[config.mk]
export PLATFORM = sky130hd
export DESIGN_NAME = led_sequencer
export DESIGN_NICKNAME = d
export VERILOG_FILES = /design/src/rtl/led_sequencer.sv
export SDC_FILE = /design/constraint.sdc
export NUM_CORES = 1
export LEC_CHECK = 0
export ABC_AREA = 1
export BUFFER_PORTS_ARGS = -buffer_cell sky130_fd_sc_hd__buf_4
export CORE_UTILIZATION = 35
export DETAILED_ROUTE_END_ITERATION = 10
export PLACE_DENSITY_LB_ADDON = 0.2
export SYNTH_ARGS = -nofsm -noshare
export SYNTH_HDL_FRONTEND = slang
export SYNTH_SLANG_ARGS = --single-unit
[constraint.sdc]
create_clock -name clk -period 5.57 [get_ports clk]
set_input_delay 1.3925 -clock clk [delete_from_list [all_inputs] [get_ports clk]]
set_output_delay 1.3925 -clock clk [all_outputs]
set_load 0.01 [all_outputs]
[src/rtl/led_sequencer.sv]
// LED script sequencer: queues (op, duration) entries and plays them
// onto the dev_led op input, falling back to an idle op when empty.
package pkg_led;
    typedef enum logic [1:0] {
        LED_OFF   = 2'd0,
        LED_ON    = 2'd1,
        LED_BLINK = 2'd2,
        LED_FLASH = 2'd3
    } led_op_t;
endpackage

module led_sequencer #(
    parameter int CLK_FREQ = 12_000_000,
    parameter int DEPTH    = 8,
    parameter int DUR_W    = 16
) (
    input  logic                     clk,
    input  logic                     rst,
    input  logic                     push_valid,
    output logic                     push_ready,
    input  pkg_led::led_op_t         push_op,
    input  logic [DUR_W-1:0]         push_dur,
    input  pkg_led::led_op_t         idle_op,
    input  logic                     flush,
    output pkg_led::led_op_t         led_op,
    output logic                     busy,
    output logic [$clog2(DEPTH):0]   level,
    output logic                     done
);
    import pkg_led::*;

    localparam int AW = $clog2(DEPTH);
    localparam int LW = AW + 1;
    localparam int P  = CLK_FREQ / 1000;
    localparam int PW = (P > 1) ? $clog2(P) : 1;
    localparam logic [PW-1:0] P_LAST = PW'(P - 1);

    typedef enum logic {
        IDLE,
        RUN
    } state_t;

    state_t           state;
    logic [PW-1:0]    presc;
    logic [DUR_W-1:0] remaining;
    logic [AW-1:0]    wr_ptr;
    logic [AW-1:0]    rd_ptr;
    led_op_t          mem_op  [DEPTH];
    logic [DUR_W-1:0] mem_dur [DEPTH];

    logic             push_fire;
    logic             pop;
    logic             ms_tick;
    led_op_t          head_op;
    logic [DUR_W-1:0] head_dur;

    // Readiness uses the registered level only, so a same-cycle pop never
    // frees a slot for the push.
    assign push_ready = (level < LW'(DEPTH)) && !flush;
    assign push_fire  = push_valid && push_ready;
    assign ms_tick    = (state == RUN) && (presc == P_LAST);
    assign head_op    = mem_op[rd_ptr];
    assign head_dur   = mem_dur[rd_ptr];

    // remaining == 0 marks a persistent entry, superseded by any queued one.
    always_comb begin
        pop = 1'b0;
        if (!rst && !flush && level != '0) begin
            unique case (state)
                IDLE:    pop = 1'b1;
                RUN:     pop = (remaining == '0) ||
                               (ms_tick && remaining == DUR_W'(1));
                default: pop = 1'b0;
            endcase
        end
    end

    always_ff @(posedge clk) begin
        if (push_fire) begin
            mem_op[wr_ptr]  <= push_op;
            mem_dur[wr_ptr] <= push_dur;
        end
    end

    always_ff @(posedge clk) begin
        if (rst || flush) begin
            wr_ptr <= '0;
            rd_ptr <= '0;
            level  <= '0;
        end else begin
            if (push_fire)
                wr_ptr <= wr_ptr + 1'b1;
            if (pop)
                rd_ptr <= rd_ptr + 1'b1;
            level <= level + LW'(push_fire) - LW'(pop);
        end
    end

    always_ff @(posedge clk) begin
        if (rst) begin
            state     <= IDLE;
            led_op    <= LED_OFF;
            busy      <= 1'b0;
            done      <= 1'b0;
            presc     <= '0;
            remaining <= '0;
        end else if (flush) begin
            state  <= IDLE;
            led_op <= idle_op;
            busy   <= 1'b0;
            done   <= (state == RUN);
            presc  <= '0;
        end else begin
            done <= 1'b0;
            unique case (state)
                IDLE: begin
                    presc  <= '0;
                    led_op <= idle_op;
                end
                RUN: begin
                    presc <= ms_tick ? '0 : presc + 1'b1;
                    if (remaining == '0) begin
                        done <= pop;
                    end else if (ms_tick) begin
                        remaining <= remaining - 1'b1;
                        if (remaining == DUR_W'(1)) begin
                            done   <= 1'b1;
                            state  <= IDLE;
                            busy   <= 1'b0;
                            led_op <= idle_op;
                        end
                    end
                end
                default: state <= IDLE;
            endcase
            // A load overrides whatever the state arm scheduled above.
            if (pop) begin
                state     <= RUN;
                busy      <= 1'b1;
                led_op    <= head_op;
                remaining <= head_dur;
                presc     <= '0;
            end
        end
    end

endmodule

==> results.cfg, run 1 <==
[sta]
rsz0062_at_grt = false
relSlewSlack_pct = 26.9
worst_slew_pin_slew_ns = 1.10
min_period_ns = 3.45
finClkSkew_ns = 0.0154
max_freq_ghz = 0.290
report.final.setup_viol = 0
timing.final.crit_share_pct = 61.9
hold_violations = 0
fin_tns_setup_ns = 0
slew_violations = 0

[clock_tree]
postCtsSetupBuffers = 0
cts_buffers = 17
cts_resized = 0
cts_tree = yes
cts_root_buf = clkbuf_16
holdBufCountCts = 0
worstSkewPairLatency_ns = 0.44
cts.clk_slew.worst_paths_ns = 0.07
cts.sink_count = 192
cts_buffer_depth = 2
htree_levels = 4

[setup_path]
r2r_setup_slack_ns = 2.43
critPathCaptureType = flop
worstRegToRegCells = 7
crit_fanout = 26
worst_r2r_endpoint = remaining[4]$_SDFFE_PP0P_
path_class = in -> reg
worstPathRequired_ns = 5.94
start_kind = primary input
arrival_ns = 3.81

[pwr]
clockPowerShare_pct = 41.8
switching_share_pct = 23.0
power_mw = 2.89
seqPwrFrac_pct = 53.9
p_switching_mw = 0.663
p_int_mw = 2.22
ir_drop_mv = 0.187
power.share.combinational_pct = 4.3
p_leak_nw = 3.54
p_per_area_nw_per_um2 = 309

[min_path]
whs_endpoint = presc[0]$_SDFF_PP0_
min-delay-path-class = reg -> reg
hold_path_depth = 1
worstHoldStart = presc[0]$_SDFF_PP0_

[route]
firstDrtPassIters = 4
routed_wl_mm = 18.2
vias_per_cell = 4.75
final_antenna_net_count = 0
drc = 0
first_iter_violations = 333
dr_total_vias = 5554
wl_per_cell_um = 15.6

[final_layout]
stdcell_area_sq_um = 9360
nets = 879
layout-drive-gt1-share_pct = 12.0
multi_input_area_sq_um = 2570
fill_cells = 2302
syn_to_final_growth_pct = 14.0
antenna_cells = 0
seq_area_sq_um = 5290

[floorplan]
dieWidth_um = 155
core_sq_um = 22800
die_h_um = 155
placementRows = 55
start_util_pct = 35.9
die-area_sq_um = 24100
io_pins = 33

[grt]
grt_first_pass_wirelength_mm = 29.0
grt_usage_pct = 16.1
grt_max_degree = 73
antenna_found_initial = 0
grt.overflow.total = 0
grt_pass1_vias = 5272

[logic_synthesis]
synthCells = 815
synth_top_flop_cell = edfxtp_1
synth_cell_types = 37
async_flop_share_pct = 0
postSynthAreaPerCell_sq_um = 10.1
syn_area_sq_um = 8210
synth_largest_area_cell = edfxtp_1
synth_area_leaders = edfxtp_1 (53%), dfxtp_1 (12%), nand2_1 (8.8%)
yosysWarnings = 0
synth_top_area_share_pct = 52.7
ys_top_cells_by_count = nand2_1 (193), edfxtp_1 (144), nor2_1 (140)
ys_ff_latch = 192
seq_area_frac_synth_pct = 64.4
synth_edf_count = 144
synth.most_common_cell = nand2_1
synth_nets = 850

[placement]
dp_hpwl_mm = 10.8
port_buffers = 32
gp_congestion = 0.793
place_area_sq_um = 8780

[run_status]
status = finished clean

[job]
cap_violations = 0
==> registers in the layout, summed over array words and instances (netlist names), named ones only <==
name / flops
busy: 1
done: 1
led_op: 2
level: 4
mem_dur: 128
mem_op: 16
presc: 14
rd_ptr: 3
remaining: 16
state: 1
wr_ptr: 3
==> cell type report <==
cell class,count,share of cell area (%)
clock buffer,17,4.55
clock inverter,14,1.56
inverter,54,2.17
multi-input combinational,535,27.5
sequential,192,56.5
tap,313,4.19
timing repair buffer,44,3.53
==> layer usage <==
| metal | vias up | part of all wire (%) | global-route usage (%) |
|---|---|---|---|
| li1 | 2806 | - | - |
| met1 | 2644 | 50 | 22.2 |
| met2 | 91 | 46 | 25.9 |
| met3 | 13 | 3.6 | 3.12 |
| met4 | 0 | 0.98 | 4.24 |
| met5 | - | 0 | 0 |
==> cells in the final DEF (no fill, tap or decap), drive strengths merged, types with 3 or more instances in the layout <==
master | netlist | final
nand2 | 196 | 196
edfxtp | 144 | 144
nor2 | 142 | 142
o21ai | 62 | 62
inv | 51 | 58
dfxtp | 48 | 48
buf | 17 | 44
nand3 | 37 | 37
clkbuf | 17 | 17
o22ai | 16 | 16
xor2 | 15 | 15
a21oi | 13 | 13
a31oi | 11 | 11
ha | 10 | 10
o211ai | 8 | 8
clkinv | 3 | 7
a22o | 5 | 5
nor3 | 4 | 4
nand4 | 4 | 4
nor3b | 4 | 4
or2 | 3 | 3
==> how the worst max path moves through the flow <==
stage                      from                  end  slack [ns]  depth (start not counted)
after floorplan           flush  level[2]$_SDFF_PP0_        2.28                         13
after global placement    flush  level[2]$_SDFF_PP0_        1.69                         13
after detailed placement  flush  level[3]$_SDFF_PP0_        1.62                         14
after CTS                 flush  level[3]$_SDFF_PP0_        2.08                         14
after global routing      flush  level[3]$_SDFF_PP0_        1.72                         14
final                     flush  level[3]$_SDFF_PP0_        2.12                         14
==> kinds of logic (layout without fill, tap and decap cells) <==
kind of cell	Yosys count	after routing	share of synthesized area (%)
buffers and inverters	88	129	4.50
DFF	192	192	64.4
adders and majority gates	11	11	1.77
and+or+nand+nor	391	391	19.5
xor gates and xnor gates	17	17	1.81
AOI/OAI and AO/OA	116	116	8.03
==> critical path: stages <==
cell and delay, ns:
buf_4 0.13, nor2_4 0.21, inv_1 0.17, a21oi_2 0.23, nand2_4 0.21, inv_2 0.32, ha_1 0.26, inv_1 0.05
ha_1 0.26, nand2_1 0.06, nor2_1 0.04, a211oi_1 0.22, o21ai_0 0.11, a21oi_1 0.12
==> power by group through the flow <==
stage / clock, mW / combinational (mW) / sequential (mW)
global route: 1.28 / 0.144 / 1.56
CTS: 1.22 / 0.128 / 1.56
global placement: 0 / 0.127 / 1.59
floorplan: 0 / 0.0701 / 1.59
detailed placement: 0 / 0.128 / 1.59
finish: 1.21 / 0.125 / 1.56
==> per-stage QoR <==
| step | hold WS [ns] | utilization [%] | worst slack [ns] | cells |
|---|---|---|---|---|
| 2_1_floorplan | 0.418 | - | 2.28 | 815 |
| 6_report | 0.448 | 41.0 | 2.12 | 1169 |
| 3_5_place_dp | 0.436 | 38.5 | 1.62 | 1138 |
| 3_3_place_gp | 0.432 | 38.5 | 1.69 | 1138 |
| 5_1_grt | 0.484 | 41.0 | 1.72 | 1169 |
| 4_1_cts | 0.454 | 41.0 | 2.08 | 1169 |
Note: power is estimated with default switching activity, not from simulation.
==> run 2: changes to the inputs <==
ABC_AREA = 0   (was 1)
clock period = 2.8 ns   (was 5.57 ns; I/O delays follow)
==> run 2 against run 1 <==
  * Synthesized area is 2.5% lower
  * Routed wire length is 9.9% lower
  * Non-clock buffer count is 24 higher
  * Clock power is 93% higher
  * Clock-buffer cell count stayed put
  * Clock skew is 0.0047 ns lower
  * First-iteration DRC count is 35% lower
  * Flip-flop and latch count stayed put
  * Critical endpoint is now level[1]$_SDFF_PP0_
  * Largest cell class unchanged
==> results.cfg, run 2 <==
[sta]
hold_violations = 0
rsz0062_at_grt = false
timing.final.crit_share_pct = 95.1
finClkSkew_ns = 0.0107
fin_ws_ns = 0.136
min_period_ns = 2.66
slew_violations = 0
report.final.setup_viol = 0
relSlewSlack_pct = 57.1
max_freq_ghz = 0.375
worst_slew_pin_slew_ns = 0.642

[setup_path]
worst_r2r_endpoint = level[1]$_SDFF_PP0_
cpPeakStageDelay_ns = 0.50
crit_path_cell_trace = or4b_1 -> or4_4 -> nor4_4 -> a21oi_4 -> inv_4 -> ha_4 -> inv_2 -> ha_4 -> inv_2 -> fa_2 -> nor2_1
timing.rr.start = presc[12]$_SDFF_PP0_
arrival_ns = 2.99
crit_fanout = 3
crit_path_top_delay_cell = or4b_1
worstRegToRegCells = 11
worstPathRequired_ns = 3.12
path_class = reg -> reg
start_kind = flop
r2r_setup_slack_ns = 0.14
critPathCaptureType = flop

[placement]
place_ws_ns = 0.0566
port_buffers = 32
dp_hpwl_mm = 10.4
gp_congestion = 0.780

[logic_synthesis]
ys_ff_latch = 192
synth.most_common_cell = edfxtp_1
synth_largest_area_cell = edfxtp_1
synth_top_area_share_pct = 54.0
synth_cell_types = 52
synth_area_leaders = edfxtp_1 (54%), dfxtp_1 (12%), mux4_2 (9.6%)
syn_area_sq_um = 8010
synth_top_flop_cell = edfxtp_1
seq_area_frac_synth_pct = 66.0
synthCells = 519
synth_nets = 554
synth_edf_count = 144
postSynthAreaPerCell_sq_um = 15.4
async_flop_share_pct = 0
yosysWarnings = 0
ys_top_cells_by_count = edfxtp_1 (144), dfxtp_1 (48), nor2_1 (46)

[route]
final_antenna_net_count = 0
firstDrtPassIters = 4
drc = 0
vias_per_cell = 5.13
dr_total_vias = 4492
wl_per_cell_um = 18.7
routed_wl_mm = 16.4
first_iter_violations = 218

[grt]
grt_usage_pct = 14.8
antenna_found_initial = 0
grt.overflow.total = 0
grt_max_degree = 32
grt_pass1_vias = 4723
grt_first_pass_wirelength_mm = 26.1

[run_status]
status = finished clean

[floorplan]
io_pins = 33
die-area_sq_um = 23500
start_util_pct = 36.2
placementRows = 54
die_h_um = 153
core_sq_um = 22100
dieWidth_um = 153

[clock_tree]
cts_root_buf = clkbuf_16
cts_buffer_depth = 2
htree_levels = 4
holdBufCountCts = 0
cts_buffers = 17
cts_tree = yes
cts.clk_slew.worst_paths_ns = 0.07
worstSkewPairLatency_ns = 0.43
cts.sink_count = 192

[final_layout]
nets = 618
final_common_cell = edfxtp_1
antenna_cells = 0
top_register = mem_dur
final_util_pct = 42.9
syn_to_final_growth_pct = 18.5
layout-drive-gt1-share_pct = 31.0
final_cell_mix = edfxtp_1 (144), buf_4 (58), dfxtp_1 (44)
largest_register_ff_count = 128
reg_top3 = mem_dur x128, mem_op x16, remaining x16

[min_path]
whs_endpoint = presc[0]$_SDFF_PP0_
hold_path_depth = 1
worstHoldStart = presc[0]$_SDFF_PP0_
min-delay-path-class = reg -> reg

[pwr]
p_leak_nw = 3.15
ir_drop_mv = 0.341
p_per_area_nw_per_um2 = 632
power_mw = 6.00

[job]
cap_violations = 0
-- run 2: cell count changes after synthesis, sizes merged, moves of 9 or more --
cell / delta
a31oi: -10
buf: -9
inv: -25
mux2: +13
mux2i: +15
mux4: +36
nand2: -174
nand3: -18
nor2: -96
o21ai: -57
o22ai: -16
o32ai: +15
-- run 2: timing repair --
item	CTS	global route
buffers inserted	0	2
resized for setup	0	5
setup endpoints to repair	0	12
-- run 2: worst max-delay path by stage --
| stage | from | to | slack, ns | depth (start not counted) |
|---|---|---|---|---|
| 6_report | presc[12]$_SDFF_PP0_ | level[1]$_SDFF_PP0_ | 0.14 | 11 |
| 5_1_grt | presc[12]$_SDFF_PP0_ | level[3]$_SDFF_PP0_ | 0.03 | 12 |
| 4_1_cts | presc[0]$_SDFF_PP0_ | level[2]$_SDFF_PP0_ | 0.04 | 13 |
| 3_5_place_dp | presc[0]$_SDFF_PP0_ | level[2]$_SDFF_PP0_ | 0.06 | 13 |
| 3_3_place_gp | presc[12]$_SDFF_PP0_ | level[2]$_SDFF_PP0_ | 0.09 | 12 |
| 2_1_floorplan | presc[12]$_SDFF_PP0_ | level[2]$_SDFF_PP0_ | -0.17 | 14 |
-- run 2: kinds of logic (layout without fill, tap and decap cells) --
| logic type | after synthesis | in the layout | synth area share (%) |
|---|---|---|---|
| xor gates and xnor gates | 16 | 16 | 1.75 |
| buffers and inverters | 49 | 126 | 3.30 |
| AOI/OAI and AO/OA | 53 | 53 | 4.81 |
| and+or+nand+nor | 134 | 134 | 8.39 |
| DFF | 192 | 192 | 66.0 |
| adders and majority gates | 11 | 11 | 1.81 |
| muxes | 64 | 64 | 13.9 |
-- run 2: per-stage QoR --
step                      std cells  hold WS [ns]  setup TNS, ns  area (sq um)
after global placement          842         0.441              0          8890
after global routing            876         0.448              0          9490
after detailed placement        842         0.460              0          8890
after CTS                       874         0.469              0          9460
final                           876         0.443              0          9490
after floorplan                 519         0.430         -0.428          8080
-- run 2: layer usage --
metal	share of wire (%)	GRT usage, %	up-vias
li1	-	-	2119
met3	2.9	3.49	10
met1	45	18.6	2304
met2	50	25.2	59
met4	1.3	4.67	0
met5	0	0	-
-- run 2: area by class of cell --
| type | instances | area, sq um |
|---|---|---|
| clock buffer | 17 | 425 |
| clock inverter | 15 | 141 |
| fill | 1952 | 12600 |
| inverter | 26 | 100 |
| multi-input combinational | 278 | 2540 |
| sequential | 192 | 5290 |
| tap | 280 | 350 |
| timing repair buffer | 68 | 636 |
-- run 2: worst max-delay path, delay by kind of cell (launching register included) --
| kind | cells | cell delay [ns] |
|---|---|---|
| AOI/OAI and AO/OA | 1 | 0.06 |
| adders and majority gates | 3 | 0.81 |
| buffers and inverters | 3 | 0.16 |
| DFF | 1 | 0.33 |
| and+or+nand+nor | 4 | 1.18 |
-- run 2: where the power goes --
group / switching, mW / internal (mW)
Clock: 1.15 / 1.18
Combinational: 0.307 / 0.245
Sequential: 0.0238 / 3.09
